===== config.mk =====
export PLATFORM = sky130hd
export DESIGN_NAME = timer_ctrl_flat
export DESIGN_NICKNAME = d
export VERILOG_FILES = /design/src/rtl/timer_ctrl_if.sv /design/src/rtl/timer_ctrl.sv /design/src/flat_wrapper.sv
export SDC_FILE = /design/constraint.sdc
export NUM_CORES = 1
export LEC_CHECK = 0
export CAP_MARGIN = 0
export CORE_ASPECT_RATIO = 0.75
export CORE_MARGIN = 2
export CORE_UTILIZATION = 27
export CTS_BUF_LIST = sky130_fd_sc_hd__clkbuf_4 sky130_fd_sc_hd__clkbuf_8
export CTS_CLUSTER_SIZE = 12
export DETAILED_ROUTE_END_ITERATION = 8
export HOLD_SLACK_MARGIN = 0.03
export PLACE_DENSITY = 0.54
export SETUP_SLACK_MARGIN = 0.05
export SYNTH_ARGS = -nofsm -noshare
export SYNTH_HDL_FRONTEND = slang
export SYNTH_SLANG_ARGS = --single-unit

===== constraint.sdc =====
create_clock -name clk -period 2.8 [get_ports clk]
set_input_delay 0.84 -clock clk [delete_from_list [all_inputs] [get_ports clk]]
set_output_delay 0.84 -clock clk [all_outputs]
set_load 0.01 [all_outputs]

===== src/rtl/timer_ctrl_if.sv =====
// Counter-side bus between timer_ctrl (master) and one up/down loadable counter (slave).
interface timer_ctrl_if #(
  parameter int unsigned W = 32
);
  logic [W-1:0] cnt_q;
  logic         cnt_rc;
  logic         cnt_s;
  logic         cnt_load;
  logic [W-1:0] cnt_pdata;

  modport master (
    input  cnt_q, cnt_rc,
    output cnt_s, cnt_load, cnt_pdata
  );

  modport slave (
    output cnt_q, cnt_rc,
    input  cnt_s, cnt_load, cnt_pdata
  );
endinterface


===== src/rtl/timer_ctrl.sv =====
// One-shot / periodic timer sequencer driving a free-running up/down loadable counter
// through its load/pdata/dir inputs, with prescaler and sticky irq/ovf.
module timer_ctrl #(
  parameter int unsigned W     = 32,
  parameter int unsigned PRE_W = 8
) (
  input  logic             clk,
  input  logic             rst_n,
  input  logic             cfg_we,
  input  logic [W-1:0]     cfg_period,
  input  logic [PRE_W-1:0] cfg_prescale,
  input  logic             cfg_mode,
  input  logic             cfg_dir,
  input  logic             start,
  input  logic             stop,
  input  logic             irq_ack,
  timer_ctrl_if.master     cnt,
  output logic             busy,
  output logic             irq,
  output logic             ovf
);

  typedef enum logic [1:0] {ST_IDLE, ST_LOAD, ST_RUN} state_e;

  state_e           state_q, state_d;
  logic [PRE_W-1:0] pre_q, pre_d;
  logic             tick_dly_q, tick_dly_d;
  logic [W-1:0]     period_q, period_d;
  logic [PRE_W-1:0] prescale_q, prescale_d;
  logic             mode_q, mode_d;
  logic             dir_q, dir_d;
  logic             irq_q, irq_d;
  logic             ovf_q, ovf_d;
  logic             busy_q, busy_d;

  logic             tick_c;
  logic             expire_c;
  logic [W-1:0]     start_val_c;
  logic [W-1:0]     term_val_c;
  logic             cnt_load_c;
  logic [W-1:0]     cnt_pdata_c;

  always_ff @(posedge clk or negedge rst_n) begin
    if (!rst_n) begin
      state_q    <= ST_IDLE;
      pre_q      <= '0;
      tick_dly_q <= 1'b0;
      period_q   <= '0;
      prescale_q <= '0;
      mode_q     <= 1'b0;
      dir_q      <= 1'b0;
      irq_q      <= 1'b0;
      ovf_q      <= 1'b0;
      busy_q     <= 1'b0;
    end else begin
      state_q    <= state_d;
      pre_q      <= pre_d;
      tick_dly_q <= tick_dly_d;
      period_q   <= period_d;
      prescale_q <= prescale_d;
      mode_q     <= mode_d;
      dir_q      <= dir_d;
      irq_q      <= irq_d;
      ovf_q      <= ovf_d;
      busy_q     <= busy_d;
    end
  end

  // Up-counting starts from ~P so both directions expire after P+1 steps.
  always_comb begin
    state_d     = state_q;
    pre_d       = pre_q;
    tick_dly_d  = 1'b0;
    period_d    = period_q;
    prescale_d  = prescale_q;
    mode_d      = mode_q;
    dir_d       = dir_q;
    irq_d       = irq_q;
    ovf_d       = ovf_q;
    cnt_load_c  = 1'b1;
    cnt_pdata_c = cnt.cnt_q;

    tick_c      = (pre_q == prescale_q);
    start_val_c = dir_q ? ~period_q : period_q;
    term_val_c  = {W{dir_q}};
    // tick_dly is 0 in LOAD and after freezes, so a stale cnt_rc cannot fire.
    expire_c    = (state_q == ST_RUN) && tick_dly_q && cnt.cnt_rc;

    if (irq_ack) begin
      irq_d = 1'b0;
      ovf_d = 1'b0;
    end

    case (state_q)
      ST_IDLE: begin
        if (cfg_we) begin
          period_d   = cfg_period;
          prescale_d = cfg_prescale;
          mode_d     = cfg_mode;
          dir_d      = cfg_dir;
        end
        if (start && !stop) state_d = ST_LOAD;
      end
      ST_LOAD: begin
        cnt_pdata_c = start_val_c;
        pre_d       = '0;
        state_d     = ST_RUN;
      end
      ST_RUN: begin
        tick_dly_d = tick_c;
        if (tick_c) begin
          cnt_load_c = 1'b0;
          pre_d      = '0;
        end else begin
          pre_d = PRE_W'(pre_q + 1'b1);
        end
        if (expire_c) begin
          irq_d      = 1'b1;
          if (irq_q) ovf_d = 1'b1;
          cnt_load_c = 1'b1;
          if (mode_q) begin
            cnt_pdata_c = start_val_c;
            pre_d       = '0;
            tick_dly_d  = 1'b0;
          end else begin
            cnt_pdata_c = term_val_c;
            state_d     = ST_IDLE;
          end
        end
      end
      default: state_d = ST_IDLE;
    endcase

    // Stop beats start; both only act while the timer is active.
    if (state_q != ST_IDLE) begin
      if (stop) begin
        cnt_load_c  = 1'b1;
        cnt_pdata_c = cnt.cnt_q;
        state_d     = ST_IDLE;
      end else if (start) begin
        state_d = ST_LOAD;
      end
    end

    busy_d = (state_d != ST_IDLE);
  end

  assign cnt.cnt_s     = dir_q;
  assign cnt.cnt_load  = cnt_load_c;
  assign cnt.cnt_pdata = cnt_pdata_c;
  assign busy          = busy_q;
  assign irq           = irq_q;
  assign ovf           = ovf_q;

endmodule


===== src/flat_wrapper.sv =====
// flat-port wrapper written by rule: the top's interface ports become plain ports
module timer_ctrl_flat 
#(
  parameter int unsigned W     = 32,
  parameter int unsigned PRE_W = 8
)
  (clk, rst_n, cfg_we, cfg_period, cfg_prescale, cfg_mode, cfg_dir, start, stop, irq_ack, busy, irq, ovf, cnt_cnt_q, cnt_cnt_rc, cnt_cnt_s, cnt_cnt_load, cnt_cnt_pdata);
  timer_ctrl_if #(.W(W)) cnt_i ();
  input  logic clk;
  input  logic rst_n;
  input  logic cfg_we;
  input  logic [W-1:0] cfg_period;
  input  logic [PRE_W-1:0] cfg_prescale;
  input  logic cfg_mode;
  input  logic cfg_dir;
  input  logic start;
  input  logic stop;
  input  logic irq_ack;
  output logic busy;
  output logic irq;
  output logic ovf;
  input wire logic [$bits(cnt_i.cnt_q)-1:0] cnt_cnt_q;
  input wire logic [$bits(cnt_i.cnt_rc)-1:0] cnt_cnt_rc;
  output wire logic [$bits(cnt_i.cnt_s)-1:0] cnt_cnt_s;
  output wire logic [$bits(cnt_i.cnt_load)-1:0] cnt_cnt_load;
  output wire logic [$bits(cnt_i.cnt_pdata)-1:0] cnt_cnt_pdata;
  assign cnt_i.cnt_q = cnt_cnt_q;
  assign cnt_i.cnt_rc = cnt_cnt_rc;
  assign cnt_cnt_s = cnt_i.cnt_s;
  assign cnt_cnt_load = cnt_i.cnt_load;
  assign cnt_cnt_pdata = cnt_i.cnt_pdata;
  timer_ctrl #(.W(W), .PRE_W(PRE_W)) u_core (.clk(clk), .rst_n(rst_n), .cfg_we(cfg_we), .cfg_period(cfg_period), .cfg_prescale(cfg_prescale), .cfg_mode(cfg_mode), .cfg_dir(cfg_dir), .start(start), .stop(stop), .irq_ack(irq_ack), .cnt(cnt_i), .busy(busy), .irq(irq), .ovf(ovf));
endmodule

**Word level (Yosys, flattened, before mapping)**

Cells that the tools add are included.
W data, S select, Z words.

- Bits in registers: 56
- Latch bits: 0
- Memory bits (writable): 0
- Bits in read-only memories: 0
- Input port bits: 81
- Logic and storage cells: 56
- Memories kept: 0

- Add/subtract/negate cells: 1
- $mul: 0
- Divide/modulo/power cells: 0
- Order comparisons: 0
- Eq/ne operators: 3
- Shift operators: 0
- Mux-type cells: 32
- Bitwise gates (word level): 1
- Reduce and logical (&&, ||, !) cells: 9

Operators with widths:

| kind | number |
|---|---|
| $mux W32 | 5 |
| $pmux W32 S2 | 1 |
| $not A32 Y32 | 1 |
| $mux W8 | 3 |
| $pmux W8 S2 | 1 |
| $mux W1 | 15 |
| $mux W2 | 6 |
| $add A8 B1 Y8 const B | 1 |
| $eq A8 B8 Y1 | 1 |
| $pmux W2 S3 | 1 |
| $reduce_bool A2 Y1 | 3 |
| $logic_and A1 B1 Y1 | 3 |
| $eq A2 B1 Y1 const B | 1 |
| $eq A2 B2 Y1 const B | 1 |
| $logic_not A2 Y1 | 1 |
| $reduce_and A2 Y1 | 1 |
| $logic_not A1 Y1 | 1 |

**Longest topological paths before layout**

Gate-level depths: netlist of run 1.

- Depth in word-level cells: 9
- Mapped depth: 8
- Mapped depth without buffers: 6

**Least setup slack after synthesis of run 1**

OpenSTA, ideal clock, no wires.

- Path kind: input-to-output
- Start point: input cnt_cnt_rc
- End point: output cnt_cnt_pdata[28]
- Data arrival time: 1791 ps
- Data required time: 1960 ps
- Slack: 169 ps
- Cell stages on the path: 6
- Buffers on the path: 2
- Cell sequence: and4_1 buf_2 buf_2 a221oi_1 nand2_1 a22o_1

- Cells in the longest elaborated chain, start to end: 5

RTL lines:

| what | line | source |
|---|---|---|
| from (decl) | flat_wrapper.sv:23 | `input wire logic [$bits(cnt_i.cnt_rc)-1:0] cnt_cnt_rc;` |
| $logic_and A1 B1 Y1 (*) | timer_ctrl.sv:87 | `expire_c = (state_q == ST_RUN) && tick_dly_q && cnt.cnt_rc;` |
| $mux W32 (*) | timer_ctrl.sv:117 | `if (expire_c) begin` |
| $pmux W32 S2 (*) | timer_ctrl.sv:94 | `case (state_q)` |
| $mux W32 | timer_ctrl.sv:136 | `if (stop) begin` |
| $mux W32 (*) | timer_ctrl.sv:135 | `if (state_q != ST_IDLE) begin` |
| to (decl) | flat_wrapper.sv:26 | `output wire logic [$bits(cnt_i.cnt_pdata)-1:0] cnt_cnt_pdata;` |

Every way passes the cells marked *; elsewhere a longest branch is shown, timed or not.

**Worst setup path in the final report of run 1**

- Start point: register u_core.state_q[0]
- End point: output cnt_cnt_pdata[0]

- Cells in the longest elaborated chain, start to end: 7
- Elaborated cells between the ends (all ways): 9
- Those cells by class: eq/ne: 2; mux: 4; reduce/logical: 3

RTL lines:

| what | line | source |
|---|---|---|
| from (decl) | timer_ctrl.sv:25 | `state_e state_q, state_d;` |
| from (signal assigned) | timer_ctrl.sv:56 | `state_q <= state_d;` |
| $eq A2 B2 Y1 | timer_ctrl.sv:87, timer_ctrl.sv:94 |  |
| $logic_and A1 B1 Y1 (2 in series) | timer_ctrl.sv:87 |  |
| $mux W32 | timer_ctrl.sv:117 |  |
| $pmux W32 S2 | timer_ctrl.sv:94 |  |
| $mux W32 | timer_ctrl.sv:136 |  |
| $mux W32 (*) | timer_ctrl.sv:135 |  |

Marked as above.

==> results of run 1 <==
==> per-layer routing <==
metal	up-vias	track usage [%]
met1	1774	20.88
met4	0	1.929
met3	9	4.054
li1	1720	-
met2	98	28.99
met5	-	0
==> flip-flops by register name, summed over array words and instances, names as in the netlist <==
register           flops
u_core.irq             1
u_core.state_q         2
u_core.period_q       32
u_core.pre_q           8
u_core.cnt.cnt_s       1
u_core.busy            1
u_core.mode_q          1
u_core.prescale_q      8
u_core.tick_dly_q      1
u_core.ovf             1
==> power groups by stage <==
stage	clock [mW]	sequential, mW	combinational, mW
final	0.487	1.63	5.01
after floorplan	0	1.43	2.39
after global routing	0.542	1.68	5.38
after detailed placement	0	1.51	3.94
after CTS	0.513	1.59	4.73
after global placement	0	1.49	3.86
==> per-stage QoR <==
| stage | power (mW) | std cells | utilization [%] |
|---|---|---|---|
| after floorplan | 3.819 | 377 | - |
| after global placement | 5.350 | 671 | 39.26 |
| after detailed placement | 5.454 | 671 | 39.26 |
| after CTS | 6.836 | 707 | 44.78 |
| after global routing | 7.607 | 712 | 46.15 |
| final | 7.129 | 712 | 46.15 |
==> synth_stat cells, types with 4 or more instances <==
cell type	n	share of area [%]
inv_1	5	0.50
nor2_1	4	0.40
nand4_1	4	0.66
a221oi_1	19	4.4
dfrtp_1	56	37
clkbuf_1	11	1.1
a21o_1	14	2.8
nor2b_1	19	3.2
nand2_1	26	2.6
and3_1	4	0.66
mux2_2	42	13
a21oi_1	39	5.2
buf_2	18	2.4
o21ai_0	20	2.7
a22o_1	18	4.2
ha_1	5	1.7
xnor2_1	28	6.5
a2111oi_2	10	4.0
==> cell families (layout without fill, tap and decap cells) <==
kind of cell	Yosys count	count (layout)	synth area share, %
muxes	42	42	12.54
buffers and inverters	39	198	5.075
and+or+nand+nor	73	73	10.22
AOI/OAI and AO/OA	131	132	26.17
xor gates and xnor gates	31	31	7.198
DFF	56	56	37.15
adders and majority gates	5	5	1.658
==> cell type report <==
cell class                 instances  area (um^2)
clock buffer                       6        82.58
clock inverter                     2        15.01
fill                            1280         7380
inverter                           5        18.77
multi-input combinational        283         2731
sequential                        56         1403
tap                              175        219.0
timing repair buffer             185         1854
==> placed cells by master, fill, tap and decap left out, types with 2 or more instances in the layout <==
| cell | instances |
|---|---|
| clkdlybuf4s50_1 | 81 |
| dfrtp_1 | 55 |
| mux2_2 | 42 |
| buf_2 | 34 |
| buf_4 | 31 |
| xnor2_1 | 28 |
| nand2_1 | 24 |
| a21oi_1 | 23 |
| buf_6 | 19 |
| nor2b_1 | 18 |
| a221oi_2 | 18 |
| a22o_1 | 18 |
| o21ai_0 | 16 |
| a2111oi_4 | 14 |
| a21o_1 | 14 |
| buf_12 | 11 |
| a21oi_4 | 10 |
| a21oi_2 | 6 |
| clkbuf_8 | 6 |
| o21ai_1 | 4 |
| nor2_1 | 4 |
| nand4_1 | 4 |
| clkbuf_16 | 4 |
| and3_1 | 3 |
| inv_1 | 3 |
| xor2_1 | 3 |
| ha_4 | 3 |
| buf_16 | 3 |
| or2_4 | 2 |
| o21a_4 | 2 |
| inv_2 | 2 |
| nand2b_1 | 2 |
| o22ai_1 | 2 |
| nor3_1 | 2 |
| nand3_1 | 2 |
| ha_1 | 2 |
| clkinvlp_4 | 2 |
==> timing repair <==
item                                    CTS  global route
endpoints found under the hold margin     0             0
pin swaps                                61            21
hold buffers                              0             0
cloned                                    5             3
endpoints found under the setup margin   33            33
setup buffers                            23             2
gates resized for setup                 233            21
==> worst max path at each step <==
stage | startpoint | endpoint | slack, ns
3_3_place_gp | cnt_cnt_rc | cnt_cnt_pdata[31] | -0.93
2_1_floorplan | cnt_cnt_rc | cnt_cnt_pdata[28] | 0.17
4_1_cts | u_core.state_q[1] | cnt_cnt_pdata[10] | -0.14
5_1_grt | u_core.state_q[0] | cnt_cnt_pdata[0] | -0.22
3_5_place_dp | cnt_cnt_rc | cnt_cnt_pdata[0] | -0.93
6_report | u_core.state_q[0] | cnt_cnt_pdata[0] | -0.11
==> impl_metrics.json, run 1 <==
{
  "port_buffers": 117,
  "critPathTopFamily": "buffers and inverters",
  "ir_worst_vdd_v": 0.0004381,
  "routed_wl_um": 12430,
  "ff2ff_path_depth": 8,
  "finalCriticalPeriod_ns": 2.909,
  "die_area_um2": 14940,
  "cts_tree": "yes",
  "maxSlewHeadroom_pct": 58.73,
  "grt_remaining_overflow": 0,
  "synth_edf_count": 0,
  "cts-root-buf": "clkbuf_8",
  "ant_nets": 0,
  "wire_per_inst_um": 17.45,
  "drc": 0,
  "slowest_stage": "dfrtp_1",
  "met1_length_um": 5646,
  "start_kind": "flop",
  "worst-setup-path-type": "flop to output pin",
  "design_area_um2": 6324,
  "setup_viol": 32,
  "async_flop_share_pct": 100.0,
  "fin_skew_ns": 0.007428,
  "ys_ff_latch": 56,
  "cts_max_path_buffers": 2,
  "required_ns": 1.96,
  "cts.sinks": 56,
  "r2r_end": "u_core.pre_q[7]",
  "numCtsBuffers": 5,
  "netSwitchingPower_mw": 3.072,
  "r2r_start": "u_core.state_q[1]",
  "initial_utilization_pct": 27.53,
  "rsz0062_at_grt": "yes",
  "grtUsageTotal_pct": 16.37,
  "synth_cells": 377,
  "core_um2": 13700,
  "htree_levels": 2,
  "insertion_delay_ns": 0.31,
  "place.gp.congestion": 0.7165,
  "p_leak_nw": 2.549,
  "worstMarginPinSlew_ns": 0.6164,
  "finalMaxSlewViolations": 0,
  "worst-path-max-fanout": 7,
  "violations": "negative setup slack",
  "switching_share_pct": 43.09,
  "fin_ws_ns": -0.1086,
  "nets": 622,
  "synth.cell_area_um2": 3772,
  "share_comb_of_total_power_pct": 70.3,
  "powerDensity_nw_per_um2": 1127,
  "place_ws_ns": -0.9349,
  "intPower_mw": 4.058,
  "grt_pass1_vias": 3833,
  "seq_power_share_pct": 22.9,
  "yosysSeqAreaShare_pct": 37.15,
  "route.top_layer_used": "met4",
  "grt_max_degree": 44,
  "crit_chain": "buf_4 -> ha_4 -> or2_4 -> clkbuf_16 -> a21oi_2 -> a2111oi_4 -> a21o_1 -> buf_2",
  "synth-main-ff-cell": "dfrtp_1",
  "ios": 118,
  "synth_cell_types": 40,
  "cts.clk_slew.worst_paths_ns": 0.11,
  "status": "finished with violations",
  "arrival_ns": 2.07,
  "setup_tns_ns": -2.543,
  "layout_worst_path_cycle_share_pct": 103.9,
  "drt-pass1-iter-count": 4,
  "hold_slack_ns": 0.4619,
  "grt_pass1_wl_um": 19740,
  "syn_nets": 463,
  "vias": 3601,
  "antenna_found_initial": 0,
  "crit_path_end_kind": "output pin",
  "postSynthAreaPerCell_um2": 10.01,
  "hp-class": "input pin to asynchronous set/reset pin",
  "area_growth_pct": 67.63,
  "die_width_um": 140.5,
  "maxCapViolations": 0,
  "route.met3.wl_um": 751,
  "cpPeakStageDelay_ns": 0.42,
  "dpl.hpwl_um": 7888,
  "pwr-share-clk_pct": 6.8,
  "cp_num_cells": 8,
  "r2r_setup_slack_ns": 0.94,
  "fmax_mhz": 343.8,
  "hold_viol": 0,
  "worst-path-buf-inv": 3,
  "fp.dieH_um": 106.4,
  "yosys_warnings": 0,
  "routed-wl-met2_um": 5966,
  "drive_above_1_share_pct": 40.97,
  "antennaDiodeCount": 0,
  "placed_cell_area_um2": 5380,
  "num_rows": 37,
  "vias_per_cell": 5.058,
  "drtIter0Drc": 103
}
Power figures use the tool's default switching activity.
==> run 2, diff against run 1 <==
--- a/config.mk
+++ b/config.mk
@@ -6,7 +6,6 @@
 export NUM_CORES = 1
 export LEC_CHECK = 0
 export CAP_MARGIN = 0
-export CORE_ASPECT_RATIO = 0.75
 export CORE_MARGIN = 2
 export CORE_UTILIZATION = 27
 export CTS_BUF_LIST = sky130_fd_sc_hd__clkbuf_4 sky130_fd_sc_hd__clkbuf_8
==> impl_metrics.json, run 2 (synthesis results as in run 1) <==
{
  "violations": "negative setup slack",
  "maxSlewHeadroom_pct": 58.13,
  "hold_viol": 0,
  "critPathTopFamily": "buffers and inverters",
  "layout_commonest_cell": "clkdlybuf4s50_1",
  "setup_viol": 32,
  "hp-class": "input pin to asynchronous set/reset pin",
  "die_width_um": 122.2,
  "cts.sinks": 56,
  "drt-pass1-iter-count": 4,
  "fin_cells": 712,
  "powerDensity_nw_per_um2": 1085,
  "setup_tns_ns": -3.863,
  "crit_path_end_kind": "output pin",
  "grt_remaining_overflow": 0,
  "design_area_um2": 6274,
  "cts-root-buf": "clkbuf_8",
  "worst-setup-path-type": "input pin to output pin",
  "grt_pass1_wl_um": 18470,
  "ir_worst_vdd_v": 0.0005019,
  "place.gp.congestion": 0.7952,
  "reg_top3": "u_core.period_q (32), u_core.pre_q (8), u_core.prescale_q (8)",
  "numCtsBuffers": 5,
  "num_rows": 43,
  "drc": 0,
  "worstMarginPinSlew_ns": 0.6253,
  "cpPeakStageDelay_ns": 0.20,
  "placed_cell_area_um2": 5299,
  "cp_common_cell": "buf_6",
  "port_buffers": 117,
  "largest_register_ffs": 32,
  "fin_skew_ns": 0.01037,
  "antennaDiodeCount": 0,
  "status": "finished with violations",
  "largest_register": "u_core.period_q",
  "core_um2": 13770,
  "antenna_found_initial": 0,
  "wire_per_inst_um": 16.72,
  "worst-path-max-fanout": 9,
  "initial_utilization_pct": 27.39,
  "cts.clk_slew.worst_paths_ns": 0.11,
  "rsz0062_at_grt": "yes",
  "grt_pass1_vias": 3628,
  "placedCellCount": 671,
  "most-common-layout-cells": "81 x clkdlybuf4s50_1, 54 x dfrtp_1, 42 x mux2_2",
  "grt_max_degree": 40,
  "slowest_stage": "and4_4",
  "area_growth_pct": 66.30,
  "grtUsageTotal_pct": 15.77,
  "start_kind": "input pin",
  "worst-path-buf-inv": 5,
  "place_ws_ns": -1.140,
  "ios": 118,
  "routed_wl_um": 11910,
  "maxCapViolations": 0,
  "p_leak_nw": 2.520,
  "drtIter0Drc": 77,
  "fp.dieH_um": 122.2,
  "final_util_pct": 45.55,
  "finalMaxSlewViolations": 0,
  "drive_above_1_share_pct": 39.85,
  "nets": 617,
  "die_area_um2": 14930,
  "vias": 3528,
  "fin_ws_ns": -0.1662,
  "arrival_ns": 2.13,
  "dpl.hpwl_um": 7574,
  "crit_chain": "buf_6 -> buf_6 -> and4_4 -> buf_8 -> buf_16 -> a221oi_2 -> nand2_1 -> a22o_1 -> buf_2",
  "cts_tree": "yes",
  "htree_levels": 2,
  "ant_nets": 0,
  "fmax_mhz": 337.1,
  "ctsHoldBuffers": 0,
  "finalCriticalPeriod_ns": 2.966,
  "required_ns": 1.96,
  "cts_max_path_buffers": 2,
  "vias_per_cell": 4.955,
  "insertion_delay_ns": 0.32,
  "layout_worst_path_cycle_share_pct": 105.9
}
-- run 2: worst register-to-register path: cells and delay by family (launching register included) --
| family | cells | cell delay [ns] |
|---|---|---|
| fa+ha+maj | 1 | 0.29 |
| compound gates | 1 | 0.06 |
| simple gates | 2 | 0.46 |
| buf+inv | 3 | 0.38 |
| flops | 1 | 0.43 |
| xor+xnor | 1 | 0.15 |
-- run 2: metal layers --
| layer | vias up | wire [um] | GRT usage, % |
|---|---|---|---|
| met3 | 13 | 595 | 2.903 |
| met2 | 93 | 6264 | 29.31 |
| met4 | 0 | 190 | 4.670 |
| met1 | 1718 | 4855 | 18.24 |
| li1 | 1704 | - | - |
| met5 | - | 0 | 0 |
-- run 2: repair_timing --
item / 4_1_cts / 5_1_grt
gates cloned: 6 / 1
resized for setup: 219 / 43
pin swaps: 39 / 34
setup buffers: 24 / 2
setup endpoints to repair: 33 / 33
-- run 2: worst paths after layout --
check,from,end,slack [ns],cells past startpoint
max in group asynchronous,rst_n,u_core.irq,1.75,2
min in group clk,u_core.prescale_q[4],u_core.prescale_q[4],0.54,1
min,rst_n,u_core.state_q[0],0.46,1
max reg2reg,u_core.state_q[1],u_core.pre_q[7],0.92,8
max,cnt_cnt_rc,cnt_cnt_pdata[27],-0.17,9
min reg2reg,u_core.prescale_q[4],u_core.prescale_q[4],0.54,1
-- run 2: area by class of cell --
class                           count  area, um^2
Clock buffer                        5       68.82
Fill cell                        1334        7500
Tap cell                          180       225.2
Clock inverter                      3       22.52
Sequential cell                    56        1404
Timing Repair Buffer              180        1784
Multi-Input combinational cell    283        2750
Inverter                            5       18.77
-- run 2: where the power goes --
group	leakage, nW	internal (mW)	switching [mW]
logic	1.79	2.49	2.21
clock network	0.0485	0.180	0.293
registers	0.681	1.15	0.486
total	2.52	3.82	2.99
-- run 2: metrics by stage --
stage	hold WS [ns]	total power [mW]
6_report	0.4600	6.807
3_3_place_gp	0.5185	5.150
4_1_cts	0.4697	6.390
2_1_floorplan	0.4982	3.819
5_1_grt	0.4568	7.283
3_5_place_dp	0.5206	5.220
==> run 3, diff against run 2 <==
--- a/config.mk
+++ b/config.mk
@@ -5,7 +5,7 @@
 export SDC_FILE = /design/constraint.sdc
 export NUM_CORES = 1
 export LEC_CHECK = 0
-export CAP_MARGIN = 0
+export CAP_MARGIN = 10
 export CORE_MARGIN = 2
 export CORE_UTILIZATION = 27
 export CTS_BUF_LIST = sky130_fd_sc_hd__clkbuf_4 sky130_fd_sc_hd__clkbuf_8
==> results of run 3 <==
No change in the layout: final DEF, timing and power equal those of run 2.
==> edit 1: new RTL, config.mk and constraints of run 3 <==
The 3 states of `state_e` get a one-hot encoding in 3 bits.
--- a/src/rtl/timer_ctrl.sv
+++ b/src/rtl/timer_ctrl.sv
@@ -21,5 +21,5 @@
 );
 
-  typedef enum logic [1:0] {ST_IDLE, ST_LOAD, ST_RUN} state_e;
+  typedef enum logic [2:0] {ST_IDLE = 3'b001, ST_LOAD = 3'b010, ST_RUN = 3'b100} state_e;
 
   state_e           state_q, state_d;
Formal check against the unedited RTL: same outputs for any inputs over 4 cycles, from zero or initial values and one cycle with rst_n low; so few cycles prove little.
==> edit 1 against run 3 <==
  * The flow still finishes with violations (setup timing)
  * Sequential cell count increased by 1
  * Synthesized area grew 3.3%
  * Register-to-register slack got worse by 0.74 ns
  * Setup slack gained 0.099 ns
  * Routed wire length is 2.9% lower
  * Final area down 5.7%
  * Die area rose by 3.2%
  * Synthesized cell count is 4.0% higher
  * Non-clock buffer count down 6
  * Core utilization fell by 3.3 points
  * Critical endpoint is now cnt_cnt_pdata[0]
Power is not compared: it rests on default switching activity, and its combinational part moved more than twofold at a synthesized area within 25%.
==> edit 1: results (changes against run 3) <==
| Metric | Value |
|---|---|
| RD Place Congestion | 0.738 (was 0.795) |
| Slowest stage cell, crit path | dfrtp_2 (was and4_4) |
| Vias | 3495 (was 3528) |
| Wire length on met2 | 5510 um (was 6260 um) |
| Post-DP HPWL | 7720 um (was 7570 um) |
| GR Util All Layers | 15.2% (was 15.8%) |
| Top cells by area, synth | dfrtp_1 (36%), xor2_1 (17%), mux2_2 (12%), a221o_1 (9.2%), a211oi_1 (6.4%) (was dfrtp_1 (37%), mux2_2 (13%), xnor2_1 (6.5%), a21oi_1 (5.2%), a221oi_1 (4.4%)) |
| Largest incremental delay on the critical path | 0.44 ns (was 0.20 ns) |
| Layout cells sized above 1 | 33.2% (was 39.8%) |
| Top sig layer | met5 (was met4) |
| Number of global-route vias before repair | 3590 (was 3628) |
| Status | complete, but fails checks (unchanged) |
| Final net count | 625 (was 617) |
| Met3 wire len | 810 um (was 595 um) |
| Top post-synthesis cells by count | xor2_1 (74), dfrtp_1 (56), mux2_2 (43) (was dfrtp_1 (56), mux2_2 (42), a21oi_1 (39)) |
| DRT met1 WL | 5110 um (was 4860 um) |
| Post-synthesis instance total | 392 (was 377) |
| Clock transition at path regs | 0.07 ns (was 0.11 ns) |
| Failing checks | setup timing (unchanged) |
| Fillers | 1371 (was 1334) |
| Final worst setup slack | -0.0674 ns (was -0.166 ns) |
| Final setup vio count | 32 (unchanged) |
| Register area | 1430 um^2 (was 1400 um^2) |
| Fin cells | 728 (was 712) |
| Fin Setup TNS | -1.40 ns (was -3.86 ns) |
| Sequential area share after synthesis | 36.6% (was 37.1%) |
| Area after DPL | 5500 um^2 (was 5300 um^2) |
## edit 1: cell types whose count changed in the layout (fill, tap and decap cells not counted), sizes merged, moves of 28 or more
cell    delta
a211oi    +32
nor2      +30
a221o     +36
xor2      +71
a21oi     -36
xnor2     -28
## edit 1: cells by family after synthesis
group | after synthesis | synth area share, %
AND/OR/NAND/NOR | 98 | 11.4
AO/OA/AOI/OAI | 83 | 18.3
XOR/XNOR | 74 | 16.6
flip-flops | 57 | 36.6
multiplexers | 43 | 12.4
buffers and inverters | 36 | 4.33
adder cells (fa/ha/maj) | 1 | 0.321
## edit 1: power by group through the flow
stage	Sequential [mW]	Clock (mW)	Combinational, mW
6_report	1.04	0.848	0.866
3_5_place_dp	1.06	0	0.875
3_3_place_gp	1.05	0	0.868
4_1_cts	1.04	0.875	0.878
2_1_floorplan	1.03	0	0.546
5_1_grt	1.06	0.915	0.958
## edit 1: layout make-up
class | instances | area share (%)
Clock inverter | 2 | 0.592
Sequential cell | 57 | 24.2
Clock buffer | 14 | 3.15
Tap cell | 180 | 3.81
Inverter | 2 | 0.127
Timing Repair Buffer | 174 | 27.6
Multi-Input combinational cell | 299 | 40.5
## edit 1: worst paths after layout
kind	from	to	slack [ns]	depth (start not counted)
max	u_core.state_q[2]	cnt_cnt_pdata[0]	-0.07	6
min	rst_n	u_core.prescale_q[1]	0.48	1
max reg2reg	u_core.state_q[2]	u_core.pre_q[6]	0.18	16
min reg2reg	u_core.ovf	u_core.ovf	0.53	2
max in group asynchronous	rst_n	u_core.period_q[30]	1.64	2
min in group clk	u_core.ovf	u_core.ovf	0.53	2
## edit 1: per-layer routing
metal | vias up | track usage, %
met2 | 87 | 26.1
met4 | 2 | 3.79
met1 | 1669 | 18.8
met3 | 12 | 4.40
met5 | - | 0
li1 | 1725 | -
==> edit 2: new RTL, settings of run 3 <==
Made on the original files. `W` is set to 32 in 3 places; all go to 48.
--- a/src/rtl/timer_ctrl_if.sv
+++ b/src/rtl/timer_ctrl_if.sv
@@ -1,5 +1,5 @@
 // Counter-side bus between timer_ctrl (master) and one up/down loadable counter (slave).
 interface timer_ctrl_if #(
-  parameter int unsigned W = 32
+  parameter int unsigned W = 48
 );
   logic [W-1:0] cnt_q;
--- a/src/rtl/timer_ctrl.sv
+++ b/src/rtl/timer_ctrl.sv
@@ -2,5 +2,5 @@
 // through its load/pdata/dir inputs, with prescaler and sticky irq/ovf.
 module timer_ctrl #(
-  parameter int unsigned W     = 32,
+  parameter int unsigned W     = 48,
   parameter int unsigned PRE_W = 8
 ) (
--- a/src/flat_wrapper.sv
+++ b/src/flat_wrapper.sv
@@ -2,5 +2,5 @@
 module timer_ctrl_flat 
 #(
-  parameter int unsigned W     = 32,
+  parameter int unsigned W     = 48,
   parameter int unsigned PRE_W = 8
 )
Ports: changed (resized cfg_period, cnt_cnt_pdata and cnt_cnt_q); port bits go from 118 to 166. The function was not compared with the original's and may differ.
==> edit 2 against run 3 <==
  * The flow still finishes with violations (setup timing)
  * Via count rose by 31%
  * Sequential cell count rose by 16
  * Combinational power rose by 15%
  * Count of clock-buffer cells in the layout rose by 5
  * Critical endpoint is now cnt_cnt_pdata[18]
  * Final area rose by 19%
  * Clock power rose by 76%
  * Register-to-register slack improved by 0.02 ns
  * Setup slack got worse by 0.11 ns
  * Total power rose by 21%
  * Routed wire length rose by 33%
  * Synthesized area rose by 33%
  * Clock skew fell by 0.0013 ns
==> edit 2: results (changes against run 3) <==
| Metric | Value |
|---|---|
| Count of placed standard cells including taps | 880 (was 671) |
| Layout cells sized above 1 | 32.5% (was 39.8%) |
| PortBufs | 165 (was 117) |
| Final worst setup slack | -0.273 ns (was -0.166 ns) |
| Final setup vio count | 48 (was 32) |
| DR vias/cell | 5.02 (was 4.96) |
| Place WS | -0.988 ns (was -1.14 ns) |
| Post-DP HPWL | 10900 um (was 7570 um) |
| DR iter-0 viols | 221 (was 77) |
| Sw Pwr | 3.39 mW (was 2.99 mW) |
| Fin Setup TNS | -10.22 ns (was -3.86 ns) |
| Fillers | 1756 (was 1334) |
| Largest incremental delay on the critical path | 0.42 ns (was 0.20 ns) |
| Final net count | 803 (was 617) |
| Largest net degree at the start of global routing | 37 (was 40) |
| Clock transition at path regs | 0.08 ns (was 0.11 ns) |
| Sequential area share after synthesis | 35.9% (was 37.1%) |
| Failing checks | setup timing (unchanged) |
| Crit path launch type | register (was input port) |
| Worst R2R Path Depth | 6 (was 8) |
| Top post-synthesis cells by count | dfrtp_1 (72), mux2_2 (58), nand2_1 (53) (was dfrtp_1 (56), mux2_2 (42), a21oi_1 (39)) |
| Status | complete, but fails checks (unchanged) |
| Worst Clk Skew | 0.00905 ns (was 0.0104 ns) |
| Maximum VDD drop | 0.390 mV (was 0.502 mV) |
| Slowest stage cell, crit path | dfrtp_1 (was and4_4) |
| Post-synthesis instance total | 495 (was 377) |
| Fin cells | 919 (was 712) |
| CP max FO | 6 (was 9) |
| CP endpoint | cnt_cnt_pdata[18] (was cnt_cnt_pdata[27]) |
| CTS Buf Count | 9 (was 5) |
[edit 2: changes by cell type after synthesis, sizes merged, moves of 9 or more]
cell     change
a2111oi     -14
a21o        +10
buf         +11
mux2        +16
nand2       +28
dfrtp       +16
a32o        +24
a21oi        -9
[edit 2: how the worst min path moves through the flow]
stage,from,to,slack (ns),depth (start not counted)
floorplan,u_core.prescale_q[2],u_core.prescale_q[2],0.50,1
global placement,u_core.period_q[39],u_core.period_q[39],0.51,1
detailed placement,u_core.prescale_q[5],u_core.prescale_q[5],0.52,1
CTS,rst_n,u_core.period_q[45],0.44,1
global route,rst_n,u_core.period_q[45],0.46,1
finish,rst_n,u_core.prescale_q[1],0.44,1
[edit 2: power by group through the flow]
stage / logic (mW) / clock network (mW) / registers, mW
floorplan: 3.37 / 0 / 1.88
global placement: 5.15 / 0 / 1.99
detailed placement: 5.21 / 0 / 2.01
CTS: 5.41 / 0.867 / 2.00
global route: 5.88 / 0.914 / 2.10
finish: 5.42 / 0.833 / 2.02
[edit 2: cell families (layout without fill, tap and decap cells)]
| family | after synthesis | in the layout | synth area share [%] |
|---|---|---|---|
| muxes | 59 | 59 | 13.2 |
| DFF | 72 | 72 | 35.9 |
| AOI/OAI and AO/OA | 159 | 159 | 25.8 |
| buffers and inverters | 51 | 246 | 5.94 |
| adders and majority gates | 5 | 5 | 1.25 |
| xor gates and xnor gates | 38 | 38 | 6.64 |
| and+or+nand+nor | 111 | 111 | 11.2 |
[edit 2: through the flow]
stage               instance area, um^2  hold slack, ns
detailed placement                 7090           0.519
floorplan                          5010           0.501
global placement                   7090           0.513
CTS                                7380           0.440
global route                       7450           0.462
finish                             7450           0.443
[edit 2: cell type report]
cell class / instances / area (um^2) / area share [%]
clock buffers: 10 / 131 / 1.76
clock inverters: 6 / 60.1 / 0.806
inverters: 5 / 21.3 / 0.285
multi-input cells: 372 / 3030 / 40.7
flip-flops and latches: 72 / 1800 / 24.2
well taps: 229 / 287 / 3.84
repair buffers: 225 / 2120 / 28.4
[edit 2: per-layer routing]
metal	wire length (um)	global-route usage, %	up-vias	part of all wire [%]
li1	-	-	2213	-
met1	6800	19.5	2239	43
met2	7750	26.8	145	49
met3	988	4.00	19	6.2
met4	330	6.22	0	2.1
met5	0	0	-	0
[edit 2: what timing repair did]
action / CTS / global route
resized for setup: 233 / 9
buffers inserted: 18 / 2
endpoints found under the setup margin: 49 / 49
gates cloned: 3 / 1
pin swaps: 52 / 14
